### config.mk
export PLATFORM = sky130hd
export DESIGN_NAME = spi_flash_reader
export DESIGN_NICKNAME = d
export VERILOG_FILES = /design/src/rtl/spi_ctl_pkg.sv /design/src/rtl/spi_flash_reader_regs.sv /design/src/rtl/spi_flash_reader.sv
export SDC_FILE = /design/constraint.sdc
export NUM_CORES = 1
export LEC_CHECK = 0
export BUFFER_PORTS_ARGS = -buffer_cell sky130_fd_sc_hd__buf_2
export CAP_MARGIN = 20
export CORE_MARGIN = 10
export CORE_UTILIZATION = 35
export DETAILED_ROUTE_END_ITERATION = 8
export SETUP_SLACK_MARGIN = 0.1
export SLEW_MARGIN = 20
export SYNTH_ARGS = -nofsm -noshare
export SYNTH_HDL_FRONTEND = slang
export SYNTH_SLANG_ARGS = --single-unit
### constraint.sdc
create_clock -name i_clk -period 4.1 [get_ports i_clk]
set_clock_uncertainty 0.15 [all_clocks]
set_input_delay 0.82 -clock i_clk [delete_from_list [all_inputs] [get_ports i_clk]]
set_output_delay 0.82 -clock i_clk [all_outputs]
set_load 0.05 [all_outputs]
### src/rtl/spi_ctl_pkg.sv
// Shared definitions for the SPI flash read engine: spi_controller register
// indices, CPU register-window layout, CTRL/STATUS bit positions, the default
// read opcode and the read-engine FSM state type.
package spi_ctl_pkg;

  // spi_controller register port
  localparam logic [1:0] SPI_REG_RX   = 2'd1;
  localparam logic [1:0] SPI_REG_TX   = 2'd2;
  localparam logic [1:0] SPI_REG_CTRL = 2'd3;

  localparam int unsigned SPI_CTRL_BUSY_BIT = 7;
  localparam logic [7:0]  SPI_CTRL_CS_ON    = 8'h01;
  localparam logic [7:0]  SPI_CTRL_CS_OFF   = 8'h00;

  // CPU register window
  localparam logic [2:0] REG_ADDR0 = 3'd0;
  localparam logic [2:0] REG_ADDR1 = 3'd1;
  localparam logic [2:0] REG_ADDR2 = 3'd2;
  localparam logic [2:0] REG_LEN0  = 3'd3;
  localparam logic [2:0] REG_LEN1  = 3'd4;
  localparam logic [2:0] REG_CTRL  = 3'd5;
  localparam logic [2:0] REG_CMD   = 3'd7;

  localparam int unsigned CTRL_START_BIT   = 0;
  localparam int unsigned CTRL_ABORT_BIT   = 1;
  localparam int unsigned STAT_BUSY_BIT    = 7;
  localparam int unsigned STAT_DONE_BIT    = 6;
  localparam int unsigned STAT_ABORTED_BIT = 5;

  localparam logic [7:0] DEFAULT_READ_CMD = 8'h03;

  // Opcode + 3 address bytes precede the payload; 17 bits hold 4 + 0xFFFF.
  localparam int unsigned HDR_BYTES = 4;
  localparam int unsigned CNT_W     = 17;

  typedef enum logic [3:0] {
    ST_IDLE,
    ST_SEL,
    ST_SEND,
    ST_GAP,
    ST_POLL,
    ST_FETCH,
    ST_HOLD,
    ST_DESEL,
    ST_DONE
  } state_t;

endpackage

### src/rtl/spi_flash_reader_regs.sv
// CPU register window of the SPI flash reader: ADDR/LEN/CMD configuration
// registers (frozen while busy), done/aborted status flags, readback mux and
// start/abort write pulses.
//   i_clk, i_rst          clock, async active-high reset
//   i_cs/i_rwb/i_addr/i_data  CPU access
//   i_busy                engine busy (masks config writes, shown in status)
//   i_status_clr/i_done_set/i_aborted_set  status flag updates from the FSM
//   o_rdata_c             combinational readback of i_addr
//   o_flash_addr/o_len/o_cmd  configuration
//   o_start_c/o_abort_c   one-cycle write pulses from CTRL
module spi_flash_reader_regs
  import spi_ctl_pkg::*;
(
  input  logic        i_clk,
  input  logic        i_rst,
  input  logic        i_cs,
  input  logic        i_rwb,
  input  logic [2:0]  i_addr,
  input  logic [7:0]  i_data,
  input  logic        i_busy,
  input  logic        i_status_clr,
  input  logic        i_done_set,
  input  logic        i_aborted_set,
  output logic [7:0]  o_rdata_c,
  output logic [23:0] o_flash_addr,
  output logic [15:0] o_len,
  output logic [7:0]  o_cmd,
  output logic        o_start_c,
  output logic        o_abort_c
);

  logic        wr_c;
  logic        cfg_wr_c;
  logic [23:0] addr_q;
  logic [15:0] len_q;
  logic [7:0]  cmd_q;
  logic        done_q;
  logic        aborted_q;

  assign wr_c      = i_cs & ~i_rwb;
  assign cfg_wr_c  = wr_c & ~i_busy;
  assign o_start_c = wr_c && (i_addr == REG_CTRL) && i_data[CTRL_START_BIT];
  assign o_abort_c = wr_c && (i_addr == REG_CTRL) && i_data[CTRL_ABORT_BIT];

  // Configuration registers
  always_ff @(posedge i_clk or posedge i_rst) begin
    if (i_rst) begin
      addr_q <= 24'h0;
      len_q  <= 16'h0;
      cmd_q  <= DEFAULT_READ_CMD;
    end else if (cfg_wr_c) begin
      case (i_addr)
        REG_ADDR0: addr_q[7:0]   <= i_data;
        REG_ADDR1: addr_q[15:8]  <= i_data;
        REG_ADDR2: addr_q[23:16] <= i_data;
        REG_LEN0:  len_q[7:0]    <= i_data;
        REG_LEN1:  len_q[15:8]   <= i_data;
        REG_CMD:   cmd_q         <= i_data;
        default: ;
      endcase
    end
  end

  // Status flags; a set in the same cycle as a clear wins
  always_ff @(posedge i_clk or posedge i_rst) begin
    if (i_rst) begin
      done_q    <= 1'b0;
      aborted_q <= 1'b0;
    end else begin
      if (i_status_clr) begin
        done_q    <= 1'b0;
        aborted_q <= 1'b0;
      end
      if (i_done_set)    done_q    <= 1'b1;
      if (i_aborted_set) aborted_q <= 1'b1;
    end
  end

  // Readback mux
  always_comb begin
    o_rdata_c = 8'h00;
    case (i_addr)
      REG_ADDR0: o_rdata_c = addr_q[7:0];
      REG_ADDR1: o_rdata_c = addr_q[15:8];
      REG_ADDR2: o_rdata_c = addr_q[23:16];
      REG_LEN0:  o_rdata_c = len_q[7:0];
      REG_LEN1:  o_rdata_c = len_q[15:8];
      REG_CTRL: begin
        o_rdata_c[STAT_BUSY_BIT]    = i_busy;
        o_rdata_c[STAT_DONE_BIT]    = done_q;
        o_rdata_c[STAT_ABORTED_BIT] = aborted_q;
      end
      REG_CMD:   o_rdata_c = cmd_q;
      default: ;
    endcase
  end

  assign o_flash_addr = addr_q;
  assign o_len        = len_q;
  assign o_cmd        = cmd_q;

endmodule

### src/rtl/spi_flash_reader.sv
// SPI flash read engine. Masters the spi_controller register port to send
// opcode + 24-bit address + one 0xFF per payload byte, and streams each payload
// RX byte on a valid/ready interface.
//   i_clk, i_rst                  clock, async active-high reset
//   i_cs/i_rwb/i_addr/i_data      CPU register window, o_data readback
//   o_ctl_cs/rwb/addr/data        one-cycle strobes to spi_controller
//   i_ctl_data                    spi_controller read data
//   o_byte/o_byte_valid/i_byte_ready  payload stream
module spi_flash_reader
  import spi_ctl_pkg::*;
(
  input  logic       i_clk,
  input  logic       i_rst,
  input  logic       i_cs,
  input  logic       i_rwb,
  input  logic [2:0] i_addr,
  input  logic [7:0] i_data,
  output logic [7:0] o_data,
  output logic       o_ctl_cs,
  output logic       o_ctl_rwb,
  output logic [1:0] o_ctl_addr,
  output logic [7:0] o_ctl_data,
  input  logic [7:0] i_ctl_data,
  output logic [7:0] o_byte,
  output logic       o_byte_valid,
  input  logic       i_byte_ready
);

  state_t             state_q, state_d;
  logic [CNT_W-1:0]   sent_q, sent_d;
  logic [CNT_W-1:0]   total_q, total_d;
  logic               abort_pend_q, abort_pend_d;
  logic [7:0]         byte_q, byte_d;
  logic               byte_valid_q, byte_valid_d;
  logic               ctl_cs_q, ctl_cs_d;
  logic               ctl_rwb_q, ctl_rwb_d;
  logic [1:0]         ctl_addr_q, ctl_addr_d;
  logic [7:0]         ctl_data_q, ctl_data_d;

  logic               busy_c;
  logic               start_c;
  logic               abort_c;
  logic               abort_now_c;
  logic               status_clr_c;
  logic               done_set_c;
  logic               aborted_set_c;
  logic [7:0]         tx_byte_c;
  logic [23:0]        flash_addr;
  logic [15:0]        len;
  logic [7:0]         cmd;

  assign busy_c = (state_q != ST_IDLE);

  spi_flash_reader_regs u_regs (
    .i_clk         (i_clk),
    .i_rst         (i_rst),
    .i_cs          (i_cs),
    .i_rwb         (i_rwb),
    .i_addr        (i_addr),
    .i_data        (i_data),
    .i_busy        (busy_c),
    .i_status_clr  (status_clr_c),
    .i_done_set    (done_set_c),
    .i_aborted_set (aborted_set_c),
    .o_rdata_c     (o_data),
    .o_flash_addr  (flash_addr),
    .o_len         (len),
    .o_cmd         (cmd),
    .o_start_c     (start_c),
    .o_abort_c     (abort_c)
  );

  // State and registered outputs
  always_ff @(posedge i_clk or posedge i_rst) begin
    if (i_rst) begin
      state_q      <= ST_IDLE;
      sent_q       <= '0;
      total_q      <= '0;
      abort_pend_q <= 1'b0;
      byte_q       <= 8'h00;
      byte_valid_q <= 1'b0;
      ctl_cs_q     <= 1'b0;
      ctl_rwb_q    <= 1'b1;
      ctl_addr_q   <= 2'd0;
      ctl_data_q   <= 8'hFF;
    end else begin
      state_q      <= state_d;
      sent_q       <= sent_d;
      total_q      <= total_d;
      abort_pend_q <= abort_pend_d;
      byte_q       <= byte_d;
      byte_valid_q <= byte_valid_d;
      ctl_cs_q     <= ctl_cs_d;
      ctl_rwb_q    <= ctl_rwb_d;
      ctl_addr_q   <= ctl_addr_d;
      ctl_data_q   <= ctl_data_d;
    end
  end

  // Next-state logic. DONE is folded into the transition that reaches it:
  // done is flagged and the FSM lands directly in IDLE.
  always_comb begin
    state_d       = state_q;
    sent_d        = sent_q;
    total_d       = total_q;
    abort_pend_d  = abort_pend_q;
    byte_d        = byte_q;
    byte_valid_d  = byte_valid_q;
    status_clr_c  = 1'b0;
    done_set_c    = 1'b0;
    aborted_set_c = 1'b0;
    abort_now_c   = abort_pend_q | abort_c;

    case (state_q)
      ST_IDLE: begin
        if (start_c) begin
          status_clr_c = 1'b1;
          if (len == 16'd0) begin
            done_set_c = 1'b1;
          end else begin
            total_d      = CNT_W'(len) + CNT_W'(HDR_BYTES);
            sent_d       = '0;
            abort_pend_d = 1'b0;
            state_d      = ST_SEL;
          end
        end
      end
      ST_SEL:  state_d = ST_SEND;
      ST_SEND: begin
        sent_d  = sent_q + CNT_W'(1);
        state_d = ST_GAP;
      end
      ST_GAP:  state_d = ST_POLL;
      ST_POLL: begin
        if (!i_ctl_data[SPI_CTRL_BUSY_BIT]) begin
          if (abort_now_c)                    state_d = ST_DESEL;
          else if (sent_q > CNT_W'(HDR_BYTES)) state_d = ST_FETCH;
          else                                 state_d = ST_SEND;
        end
      end
      ST_FETCH: begin
        if (abort_now_c) begin
          state_d = ST_DESEL;
        end else begin
          byte_d       = i_ctl_data;
          byte_valid_d = 1'b1;
          state_d      = ST_HOLD;
        end
      end
      ST_HOLD: begin
        if (abort_now_c) begin
          byte_valid_d = 1'b0;
          state_d      = ST_DESEL;
        end else if (i_byte_ready) begin
          byte_valid_d = 1'b0;
          state_d      = (sent_q < total_q) ? ST_SEND : ST_DESEL;
        end
      end
      ST_DESEL: begin
        done_set_c    = 1'b1;
        aborted_set_c = abort_now_c;
        state_d       = ST_IDLE;
      end
      ST_DONE: state_d = ST_IDLE;
      default: state_d = ST_IDLE;
    endcase

    // Abort only latches while an operation is running
    if (busy_c && abort_c) abort_pend_d = 1'b1;
  end

  // TX byte for the transfer about to be sent
  always_comb begin
    tx_byte_c = 8'hFF;
    case (sent_d)
      CNT_W'(0): tx_byte_c = cmd;
      CNT_W'(1): tx_byte_c = flash_addr[23:16];
      CNT_W'(2): tx_byte_c = flash_addr[15:8];
      CNT_W'(3): tx_byte_c = flash_addr[7:0];
      default:   tx_byte_c = 8'hFF;
    endcase
  end

  // Controller strobe for the state being entered, registered with it
  always_comb begin
    ctl_cs_d   = 1'b0;
    ctl_rwb_d  = 1'b1;
    ctl_addr_d = 2'd0;
    ctl_data_d = 8'hFF;
    case (state_d)
      ST_SEL: begin
        ctl_cs_d   = 1'b1;
        ctl_rwb_d  = 1'b0;
        ctl_addr_d = SPI_REG_CTRL;
        ctl_data_d = SPI_CTRL_CS_ON;
      end
      ST_SEND: begin
        ctl_cs_d   = 1'b1;
        ctl_rwb_d  = 1'b0;
        ctl_addr_d = SPI_REG_TX;
        ctl_data_d = tx_byte_c;
      end
      ST_POLL: begin
        ctl_cs_d   = 1'b1;
        ctl_addr_d = SPI_REG_CTRL;
      end
      ST_FETCH: begin
        ctl_cs_d   = 1'b1;
        ctl_addr_d = SPI_REG_RX;
      end
      ST_DESEL: begin
        ctl_cs_d   = 1'b1;
        ctl_rwb_d  = 1'b0;
        ctl_addr_d = SPI_REG_CTRL;
        ctl_data_d = SPI_CTRL_CS_OFF;
      end
      default: ;
    endcase
  end

  assign o_ctl_cs     = ctl_cs_q;
  assign o_ctl_rwb    = ctl_rwb_q;
  assign o_ctl_addr   = ctl_addr_q;
  assign o_ctl_data   = ctl_data_q;
  assign o_byte       = byte_q;
  assign o_byte_valid = byte_valid_q;

endmodule
==> reports/results.ini <==
[grt]
grt_antenna_before_repair = 0
grt-ovfl-total = 0
first_global_vias = 4815
grt_usage_pct = 14.56
grt_pass1_wl_um = 27900
grt_max_degree = 70

[finish]
fillers = 1785
regArea_mm2 = 0.002766
num-nets-final = 727
drive_above_1_share_pct = 25.00
syn_to_final_growth_pct = 12.73
finalInstanceArea_mm2 = 0.007192
antenna_cells = 0
multi_input_area_mm2 = 0.003366

[synthesis]
yosysUniqueCellTypes = 66
synth_top_area_share_pct = 38.83
synth_most_common_cell = dfrtp_1
synth_xor_area_share_pct = 2.471
synthSimpleGateAreaFrac_pct = 15.06
synth_compound_area_share_pct = 15.57
synthCells = 644
yosysWarnings = 0
synth_ff_type = dfrtp_1
seq_area_frac_synth_pct = 43.36
synth.area.top_cells = dfrtp_1, mux2_2, dfstp_2
yosysTopAreaCell = dfrtp_1
synth_fa_ha_area_share_pct = 3.922
synthArstFlopShare_pct = 100.0
synthMuxAreaShare_pct = 15.59
synth_edf_count = 0
synth_top_family_by_area = multiplexers
synth.top_cells.by_count = dfrtp_1, mux2_2, nand2_1, o21ai_0, nor2_1
synth-seq-cells = 110
synth_nets = 688
synthesis.area_mm2 = 0.006380
syn_avg_cell_area_um2 = 9.907

[placement]
hpwl_um = 12820
io_buffers = 52
place.gp.congestion = 0.8865
post-place-ws_ps = 611.2
dpl-instance-area_mm2 = 0.006878

[die]
fp.dieArea_mm2 = 0.02403
start_util_pct = 35.52
io_pins = 53
die_height_um = 155.0
core_mm2 = 0.01796
row_count = 49
die_x_um = 155.0

[drt]
first_pass_iters = 5
dr_total_vias = 5075
wl_per_cell_um = 19.14
ant_nets = 0
drc = 0
drt_iter0_drc = 365
vias_per_cell = 5.534
routed_wl_um = 17550

[hold_path]
holdPathEnd = total_q[16]
hold_depth = 2
min_path_type = reg -> reg
min_from = total_q[16]

[worst_setup_path]
slowest_delay_ps = 750
critPathBufInv = 1
worstPathRequired_ps = 3130
cp.arrival_ps = 2480
crit_family = simple AND/OR/NAND/NOR gates
crit_chain = nor4_1, o21ai_0, a22o_1, mux2_2, buf_2
crit_type = reg -> out
start_kind = register
crit_fanout = 12
cp-end-kind = output pin
cp_slowest_cell = nor4_1
r2r_setup_slack_ps = 960
r2r_cells = 9
rr_endpoint = o_ctl_data[5]
rr_startpoint = sent_q[8]

[clock_tree]
holdBufCountCts = 0
cts_htree_levels = 3
cts.sinks = 110
cts_resized = 0
post-cts-setup-buffer-count = 0
cts_buffer_depth = 2
clockRootBuffer = clkbuf_16
numCtsBuffers = 9
clock_latency_ps = 360
clkTransAtPathRegs_ps = 80
cts_tree = built

[pwr]
power_leakage_nw = 3.067
vdd_ir_drop_max_uv = 264.9
powerDensity_mw_per_mm2 = 530.5

[timing]
fmax_ghz = 0.2898
period_minus_slack_ps = 3450
finalHoldViolations = 0
worst_pin_slew_ps = 801.8
fin_setup_tns_ps = 0
setup_violations = 0
setup_ws_ps = 649.6
max-slew-margin-rel_pct = 46.05
fin_crit_sh_pct = 84.16
rsz0062_at_grt = false
slew_violations = 0

[run]
maxCapViolCount = 0

[outcome]
status = completed

-- registers in the layout, summed over array words and instances (netlist names) --
signal               cells
o_byte                   8
u_regs.o_cmd             8
abort_pend_q             1
o_ctl_data               8
state_q                  4
total_q                 17
o_byte_valid             1
sent_q                  17
u_regs.aborted_q         1
u_regs.o_len            16
o_ctl_addr               2
o_ctl_rwb                1
u_regs.done_q            1
o_ctl_cs                 1
u_regs.o_flash_addr     24
-- layer usage --
metal	wire length (um)	track usage, %	vias to the layer above
met2	8393	23.17	139
met5	0	0	-
li1	-	-	2428
met4	216	2.969	0
met3	1053	4.053	23
met1	7887	19.31	2485
-- report_power, final --
part	leakage, nW	switching (W)	total [W]	internal, W
combinational	1.53	0.000683	0.00122	0.000541
clock	0.148	0.000422	0.000921	0.000499
sequential	1.39	0.000374	0.00167	0.00130
total	3.07	0.00148	0.00382	0.00234
-- cells by family (layout without fill, tap and decap cells) --
kind of cell,count (synthesis),in the layout
AND/OR/NAND/NOR,193,193
XOR/XNOR,18,18
flip-flops,110,110
multiplexers,87,87
other,1,1
buffers and inverters,65,109
adder cells (fa/ha/maj),20,20
AO/OA/AOI/OAI,150,150
-- through the flow --
step           std cells  util, %  power (W)  hold WS, ps
3_3_place_gp         900    38.26   0.002879        304.7
5_1_grt              917    40.04   0.004053        345.5
3_5_place_dp         900    38.29   0.002897        313.7
2_1_floorplan        644        -   0.002517        288.7
6_report             917    40.04   0.003816        320.3
4_1_cts              916    40.01   0.003825        322.6
-- final cells by class --
class / instances / share of cell area [%]
multi-input cells: 469 / 46.80
flip-flops and latches: 110 / 38.47
repair buffers: 62 / 4.802
well taps: 229 / 3.984
clock buffers: 11 / 3.375
inverters: 31 / 1.653
clock inverters: 5 / 0.9221
-- worst max path at each step --
stage	start	endpoint	slack, ps	depth (start not counted)
floorplan	i_rst	abort_pend_q	250	1
global placement	i_addr[1]	o_ctl_data[5]	670	10
detailed placement	i_addr[1]	o_ctl_data[5]	610	10
CTS	state_q[1]	o_data[7]	650	5
global route	state_q[1]	o_data[7]	460	5
finish	state_q[1]	o_data[7]	650	5
-- worst reg2reg max path, stage by stage (launching register included) --
cell	delay (ps)
dfrtp_1	510
ha_1	390
a21oi_1	140
o221ai_1	150
nor3_1	330
a211oi_1	150
or4b_1	670
nor3_4	240
o21ai_2	140
o21a_1	220
-- cell usage in the layout, fill, tap and decap left out, types with 4 or more instances in the layout --
| cell type | instances |
|---|---|
| o221ai_1 | 9 |
| nor4_1 | 4 |
| o31ai_1 | 6 |
| clkbuf_16 | 9 |
| and3_1 | 7 |
| o21a_1 | 9 |
| nand4_1 | 10 |
| nand3_1 | 26 |
| buf_4 | 8 |
| buf_2 | 53 |
| a22oi_1 | 15 |
| xnor2_1 | 11 |
| a21oi_1 | 22 |
| a211oi_1 | 5 |
| nor2b_1 | 6 |
| mux2_2 | 69 |
| nor3_1 | 8 |
| ha_1 | 20 |
| xor2_1 | 7 |
| nand2b_1 | 6 |
| nor2_1 | 44 |
| inv_1 | 30 |
| nand2_1 | 57 |
| o21ai_0 | 47 |
| dfstp_2 | 11 |
| o22ai_1 | 4 |
| dfrtp_1 | 99 |
| mux2i_1 | 15 |
Power figures use the tool's default switching activity.
